### config.mk
export PLATFORM = sky130hd
export DESIGN_NAME = uart_rx_fifo
export DESIGN_NICKNAME = d
export VERILOG_FILES = /design/src/rtl/uart_rx_fifo.sv
export SDC_FILE = /design/constraint.sdc
export NUM_CORES = 1
export LEC_CHECK = 0
export BUFFER_PORTS_ARGS = -buffer_cell sky130_fd_sc_hd__buf_2
export CORE_ASPECT_RATIO = 0.75
export CORE_MARGIN = 4
export CORE_UTILIZATION = 45
export CTS_CLUSTER_SIZE = 25
export DETAILED_ROUTE_END_ITERATION = 12
export SYNTH_ARGS = -nofsm -noshare
export SYNTH_HDL_FRONTEND = slang
export SYNTH_HIERARCHICAL = 1
export SYNTH_SLANG_ARGS = --single-unit
### constraint.sdc
create_clock -name clk -period 6.8 [get_ports clk]
set_input_delay 1.36 -clock clk [delete_from_list [all_inputs] [get_ports clk]]
set_output_delay 1.36 -clock clk [all_outputs]
set_load 0.02 [all_outputs]
### src/rtl/uart_rx_fifo.sv
// UART receiver (majority-voted samples, parity/stop checks) feeding a first-word-fall-through word FIFO.
// Word visible one cycle after the final stop decision; a full FIFO with no same-cycle pop drops it and sets overrun.

module uart_rx_fifo_buf #(
  parameter int W     = 10,
  parameter int DEPTH = 16
) (
  input  logic                   clk,
  input  logic                   rst,
  input  logic                   wr_vld,
  input  logic [W-1:0]           wr_dat,
  output logic                   wr_rdy,
  output logic                   rd_vld,
  output logic [W-1:0]           rd_dat,
  input  logic                   rd_rdy,
  output logic [$clog2(DEPTH):0] count
);
  localparam int AW = $clog2(DEPTH);
  localparam logic [AW:0] FULL = (AW+1)'(DEPTH);

  logic [W-1:0]  mem [DEPTH];
  logic [AW-1:0] wr_ptr;
  logic [AW-1:0] rd_ptr;
  logic          wr_fire;
  logic          rd_fire;

  assign rd_vld  = (count != '0);
  assign rd_fire = rd_rdy && rd_vld;
  // A pop frees the slot in the same cycle, so a full FIFO still accepts a push alongside a pop.
  assign wr_rdy  = (count != FULL) || rd_fire;
  assign wr_fire = wr_vld && wr_rdy;
  assign rd_dat  = rd_vld ? mem[rd_ptr] : '0;

  always_ff @(posedge clk) begin
    if (wr_fire) mem[wr_ptr] <= wr_dat;
  end

  always_ff @(posedge clk) begin
    if (rst) begin
      wr_ptr <= '0;
      rd_ptr <= '0;
      count  <= '0;
    end else begin
      if (wr_fire) wr_ptr <= wr_ptr + 1'b1;
      if (rd_fire) rd_ptr <= rd_ptr + 1'b1;
      if (wr_fire && !rd_fire)      count <= count + 1'b1;
      else if (rd_fire && !wr_fire) count <= count - 1'b1;
    end
  end
endmodule

module uart_rx_fifo #(
  parameter int CLOCK_FREQ = 25_500_000,
  parameter int BAUD       = 115200,
  parameter int DATA_BITS  = 8,
  parameter int PARITY     = 0,
  parameter int STOP_BITS  = 1,
  parameter int FIFO_DEPTH = 16
) (
  input  logic                        clk,
  input  logic                        rst,
  input  logic                        rxd,
  input  logic                        rd_en,
  output logic                        rd_valid,
  output logic [DATA_BITS-1:0]        rd_data,
  output logic                        rd_frame_err,
  output logic                        rd_parity_err,
  output logic [$clog2(FIFO_DEPTH):0] count,
  output logic                        overrun,
  input  logic                        clr_overrun
);
  localparam int BIT_PERIOD = CLOCK_FREQ / BAUD;
  localparam int CW         = $clog2(BIT_PERIOD);
  localparam int WW         = DATA_BITS + 2;
  localparam logic [CW-1:0] CNT_LAST = CW'(BIT_PERIOD - 1);
  localparam logic [CW-1:0] SMP_A    = CW'(BIT_PERIOD / 2 - 1);
  localparam logic [CW-1:0] SMP_B    = CW'(BIT_PERIOD / 2);
  localparam logic [CW-1:0] SMP_C    = CW'(BIT_PERIOD / 2 + 1);
  localparam logic [3:0]    LAST_DATA = 4'(DATA_BITS - 1);
  localparam logic [3:0]    LAST_STOP = 4'(STOP_BITS - 1);

  typedef enum logic [2:0] {IDLE, START, DATA, PAR, STOP} state_t;

  state_t               state;
  logic                 rx_meta;
  logic                 rxs;
  logic                 rxs_d;
  logic [CW-1:0]        bit_cnt;
  logic [3:0]           bit_idx;
  logic [1:0]           smp;
  logic [DATA_BITS-1:0] shreg;
  logic                 par_err;
  logic                 frm_err;
  logic                 decide;
  logic                 vote;
  logic                 push_vld;
  logic                 push_rdy;
  logic [WW-1:0]        push_dat;
  logic [WW-1:0]        head;

  assign decide   = (bit_cnt == SMP_C);
  assign vote     = (smp[0] & smp[1]) | (smp[0] & rxs) | (smp[1] & rxs);
  // Push straight from the final stop decision so the word lands in the FIFO on that edge.
  assign push_vld = (state == STOP) && decide && (bit_idx == LAST_STOP);
  assign push_dat = {frm_err | ~vote, par_err, shreg};

  always_ff @(posedge clk) begin
    if (rst) begin
      rx_meta <= 1'b1;
      rxs     <= 1'b1;
      rxs_d   <= 1'b1;
      state   <= IDLE;
      bit_cnt <= '0;
      bit_idx <= '0;
      smp     <= '0;
      shreg   <= '0;
      par_err <= 1'b0;
      frm_err <= 1'b0;
    end else begin
      rx_meta <= rxd;
      rxs     <= rx_meta;
      rxs_d   <= rxs;
      bit_cnt <= (bit_cnt == CNT_LAST) ? '0 : bit_cnt + 1'b1;
      if (bit_cnt == SMP_A) smp[0] <= rxs;
      if (bit_cnt == SMP_B) smp[1] <= rxs;
      case (state)
        // Needs a genuine 1->0 edge, so a held-low line yields only one word.
        IDLE: if (rxs_d && !rxs) begin
          state   <= START;
          bit_cnt <= '0;
          bit_idx <= '0;
          par_err <= 1'b0;
          frm_err <= 1'b0;
        end
        START: if (decide) state <= vote ? IDLE : DATA;
        DATA: if (decide) begin
          shreg   <= {vote, shreg[DATA_BITS-1:1]};
          bit_idx <= bit_idx + 1'b1;
          if (bit_idx == LAST_DATA) begin
            bit_idx <= '0;
            state   <= (PARITY != 0) ? PAR : STOP;
          end
        end
        PAR: if (decide) begin
          par_err <= (PARITY == 1) ? ~(^shreg ^ vote) : (^shreg ^ vote);
          state   <= STOP;
        end
        STOP: if (decide) begin
          frm_err <= frm_err | ~vote;
          bit_idx <= bit_idx + 1'b1;
          if (bit_idx == LAST_STOP) state <= IDLE;
        end
        default: state <= IDLE;
      endcase
    end
  end

  always_ff @(posedge clk) begin
    if (rst)                        overrun <= 1'b0;
    else if (push_vld && !push_rdy) overrun <= 1'b1;
    else if (clr_overrun)           overrun <= 1'b0;
  end

  uart_rx_fifo_buf #(.W(WW), .DEPTH(FIFO_DEPTH)) u_buf (
    .clk    (clk),
    .rst    (rst),
    .wr_vld (push_vld),
    .wr_dat (push_dat),
    .wr_rdy (push_rdy),
    .rd_vld (rd_valid),
    .rd_dat (head),
    .rd_rdy (rd_en),
    .count  (count)
  );

  assign rd_data       = head[DATA_BITS-1:0];
  assign rd_parity_err = head[WW-2];
  assign rd_frame_err  = head[WW-1];
endmodule

==> summary.md <==
| Metric | Value |
|---|---|
| Final setup viols | `0` |
| Setup bufs post-CTS | `0` |
| Pleak | `3.14 nW` |
| Data required time of the worst path | `5440 ps` |
| Core area | `18600 sq um` |
| Flops & latches, synth | `208` |
| Via count | `4482` |
| Sw frac | `18.5%` |
| Startpoint types | `flip-flop` |
| Gpl congestion | `0.794` |
| GRT Overall Usage | `16.0%` |
| FILL cells | `1517` |
| Syn Area/Cell | `15.9 sq um` |
| Final Cycle Share | `61.7%` |
| RSZ-0062 raised after global routing | `no` |
| Pwr Density | `262 nW/um^2` |
| Pin count of the biggest net entering global routing | `42` |
| CTS sink cnt | `208` |
| Worst slew pin tran | `1060 ps` |
| Syn-to-layout area delta | `11.5%` |
| Post-Place Setup Slack | `3060 ps` |
| Layout Nets | `583` |
| Synthesized net count | `562` |
| Cells after DPL | `786` |
| Drt wl/cell | `20.2 um` |
| Tmin final | `4190 ps` |
| Critical path endpoint category | `output pin` |
| Share of layout cells above drive strength 1 | `20.7%` |
| CP Max Fanout | `40` |
| Pins Over Slew Limit | `0` |
| Yosys warnings | `6` |
| Crit path to | `rd_data[3]` |
| Layout Skew | `9.98 ps` |
| Clock H-tree levels | `1` |
| Top post-synthesis cells by area | `edfxtp_1 (56%), dfxtp_1 (11%), mux4_2 (10%)` |
| Final instance area | `9590 sq um` |
| Clk buf depth | `3` |
| Non-filler cells in the finished layout | `823` |
| CTS Hold Bufs | `0` |
| Die Height | `128 um` |
| Cell row count | `43` |
| First-pass GRT wire length | `26400 um` |
| FF-to-FF Start | `bit_cnt[0]$_SDFF_PP0_` |
| Initial antenna violation count | `0` |
| Post-Syn Area | `8600 sq um` |
| EDFF count, synth | `160` |
| Drt first pass iters | `5` |
| Vias in the first global route | `4545` |
| Flop pwr share | `53.9%` |
| Endpoints failing hold | `0` |
| Maxcap violations | `0` |
| Worst hold path type | `reg -> reg` |
| Boundary Pins | `22` |
| Die area | `21400 sq um` |
| DR vias/cell | `5.45` |
| Clock Power Share | `45.3%` |
| Global route overflow | `0` |
| Initial Util | `46.2%` |
| DRT iter0 DRCs | `294` |
| Synth cell types | `62` |
| Root Driver | `clkbuf_16` |
| Worst path arrival time | `2830 ps` |
| Predominant post-synthesis flop cell | `edfxtp_1` |
| Cell Int Power | `2.05 mW` |
| Total power | `2.51 mW` |
| Peak supply drop | `0.000161 V` |
| Register area share after synthesis | `67.0%` |
| Drc violations | `0` |
| Combinational fraction of design power | `0.8%` |
| Synth top area share | `55.9%` |
| Clk_lat worst skew | `490 ps` |
| Ant. Diodes | `0` |
| Status | `complete, no violations` |
| Post-DP HPWL | `10500 um` |
| DRT Wirelength | `16600 um` |
| Worst Reg-to-Reg Cells | `12` |
| Dpl cell area | `8900 sq um` |
| Worst setup margin | `2610 ps` |
| Post-route ant nets | `0` |
| CTS tree | `yes` |
| Setup Crit Path Kind | `reg -> out` |
| Synth Instances | `541` |
| Post-Route Setup TNS | `0 ps` |
| Asr flop ratio synth | `0%` |
| Worst-path clk slew | `60 ps` |
| Reg2reg end | `u_buf/count[4]$_SDFFE_PP0P_` |
| Max transition margin | `29.2%` |
| Num CTS Buffers | `21` |
| IO Port Bufs | `21` |
| Switching pwr | `0.464 mW` |
| Cell type with the largest total area after synthesis | `edfxtp_1` |
| Die width | `168 um` |
| Post-cts resize count | `0` |
| R2R setup slack | `3210 ps` |
| Max Freq | `238 MHz` |
[power groups by stage]
stage / Clock (mW) / Combinational [mW] / Sequential (mW)
detailed placement: 0 / 0.0193 / 1.38
finish: 1.14 / 0.0192 / 1.36
floorplan: 0 / 0.0165 / 1.38
global placement: 0 / 0.0190 / 1.38
global route: 1.22 / 0.0215 / 1.36
CTS: 1.17 / 0.0194 / 1.36
[sequential cells by signal (all words and copies together), names as in the netlist, named ones only]
register	flops
state	3
u_buf/wr_ptr	4
u_buf/count	5
overrun	1
frm_err	1
par_err	1
shreg	8
rxs_d	1
bit_cnt	8
bit_idx	4
rx_meta	1
u_buf/rd_ptr	4
rxs	1
smp	2
u_buf/mem	160
[final cells by class]
class / count / area (sq um) / area share (%)
Clock inverter: 12 / 136 / 1.42
Inverter: 9 / 33.8 / 0.352
Multi-Input combinational cell: 296 / 2650 / 27.6
Clock buffer: 25 / 551 / 5.74
Tap cell: 247 / 309 / 3.22
Sequential cell: 208 / 5770 / 60.2
Timing Repair Buffer: 26 / 143 / 1.49
[metal layers]
layer	vias to the layer above	part of all wire, %	global-route usage [%]
met2	67	48	26.2
met5	-	0	0
met4	0	1.7	3.72
li1	2115	-	-
met3	26	3.8	2.44
met1	2274	46	22.9
[cell families after synthesis]
logic type | after synthesis | synth area share (%)
DFF | 208 | 67.0
and+or+nand+nor | 137 | 8.19
AOI/OAI and AO/OA | 62 | 4.87
muxes | 58 | 12.6
buffers and inverters | 37 | 2.30
xor gates and xnor gates | 22 | 2.49
adders and majority gates | 17 | 2.55
[cell usage in the layout, fill, tap and decap left out, types with 3 or more instances in the layout]
cell | synthesis | routed
clkbuf_1 | 8 | 3
xor2_1 | 9 | 9
clkbuf_16 | 0 | 21
a21oi_1 | 19 | 19
mux2i_1 | 17 | 17
nand2b_1 | 8 | 8
mux4_2 | 40 | 40
edfxtp_1 | 160 | 160
nor2b_1 | 13 | 13
ha_1 | 15 | 15
dfxtp_1 | 48 | 46
buf_2 | 10 | 21
bufinv_16 | 0 | 3
nor3_1 | 8 | 6
o211ai_1 | 3 | 3
or3_1 | 3 | 3
buf_4 | 4 | 5
a211oi_1 | 23 | 23
inv_1 | 9 | 9
xnor2_1 | 11 | 11
nand3_1 | 8 | 8
and3_1 | 5 | 5
nor2_1 | 45 | 45
or2_2 | 4 | 4
o21ai_0 | 3 | 3
nand2_1 | 25 | 25
clkinv_2 | 0 | 5
[synth_stat cells (9+ instances only)]
library cell  instances
edfxtp_1            160
dfxtp_1              48
nor2_1               45
mux4_2               40
nand2_1              25
a211oi_1             23
a21oi_1              19
mux2i_1              17
ha_1                 15
nor2b_1              13
xnor2_1              11
buf_2                10
inv_1                 9
xor2_1                9
[through the flow]
step	utilization (%)	hold slack [ps]
2_1_floorplan	-	389
3_3_place_gp	47.8	408
3_5_place_dp	47.8	408
4_1_cts	51.5	415
5_1_grt	51.5	441
6_report	51.5	410
[worst max-delay path: stages, from the launching register on]
cell      delay, ps
dfxtp_2         310
buf_4           570
mux4_2          590
nor2b_1         140
a211oi_1        390
a211oi_1        110
buf_2           210
[worst min-delay path by stage]
stage                            start        endpoint  cells past startpoint
finish              rx_meta$_SDFF_PP1_  rxs$_SDFF_PP1_                      1
global route        rx_meta$_SDFF_PP1_  rxs$_SDFF_PP1_                      1
CTS                 rx_meta$_SDFF_PP1_  rxs$_SDFF_PP1_                      1
detailed placement  rx_meta$_SDFF_PP1_  rxs$_SDFF_PP1_                      1
global placement    rx_meta$_SDFF_PP1_  rxs$_SDFF_PP1_                      1
floorplan           rx_meta$_SDFF_PP1_  rxs$_SDFF_PP1_                      1
(Power assumes the default switching activity.)
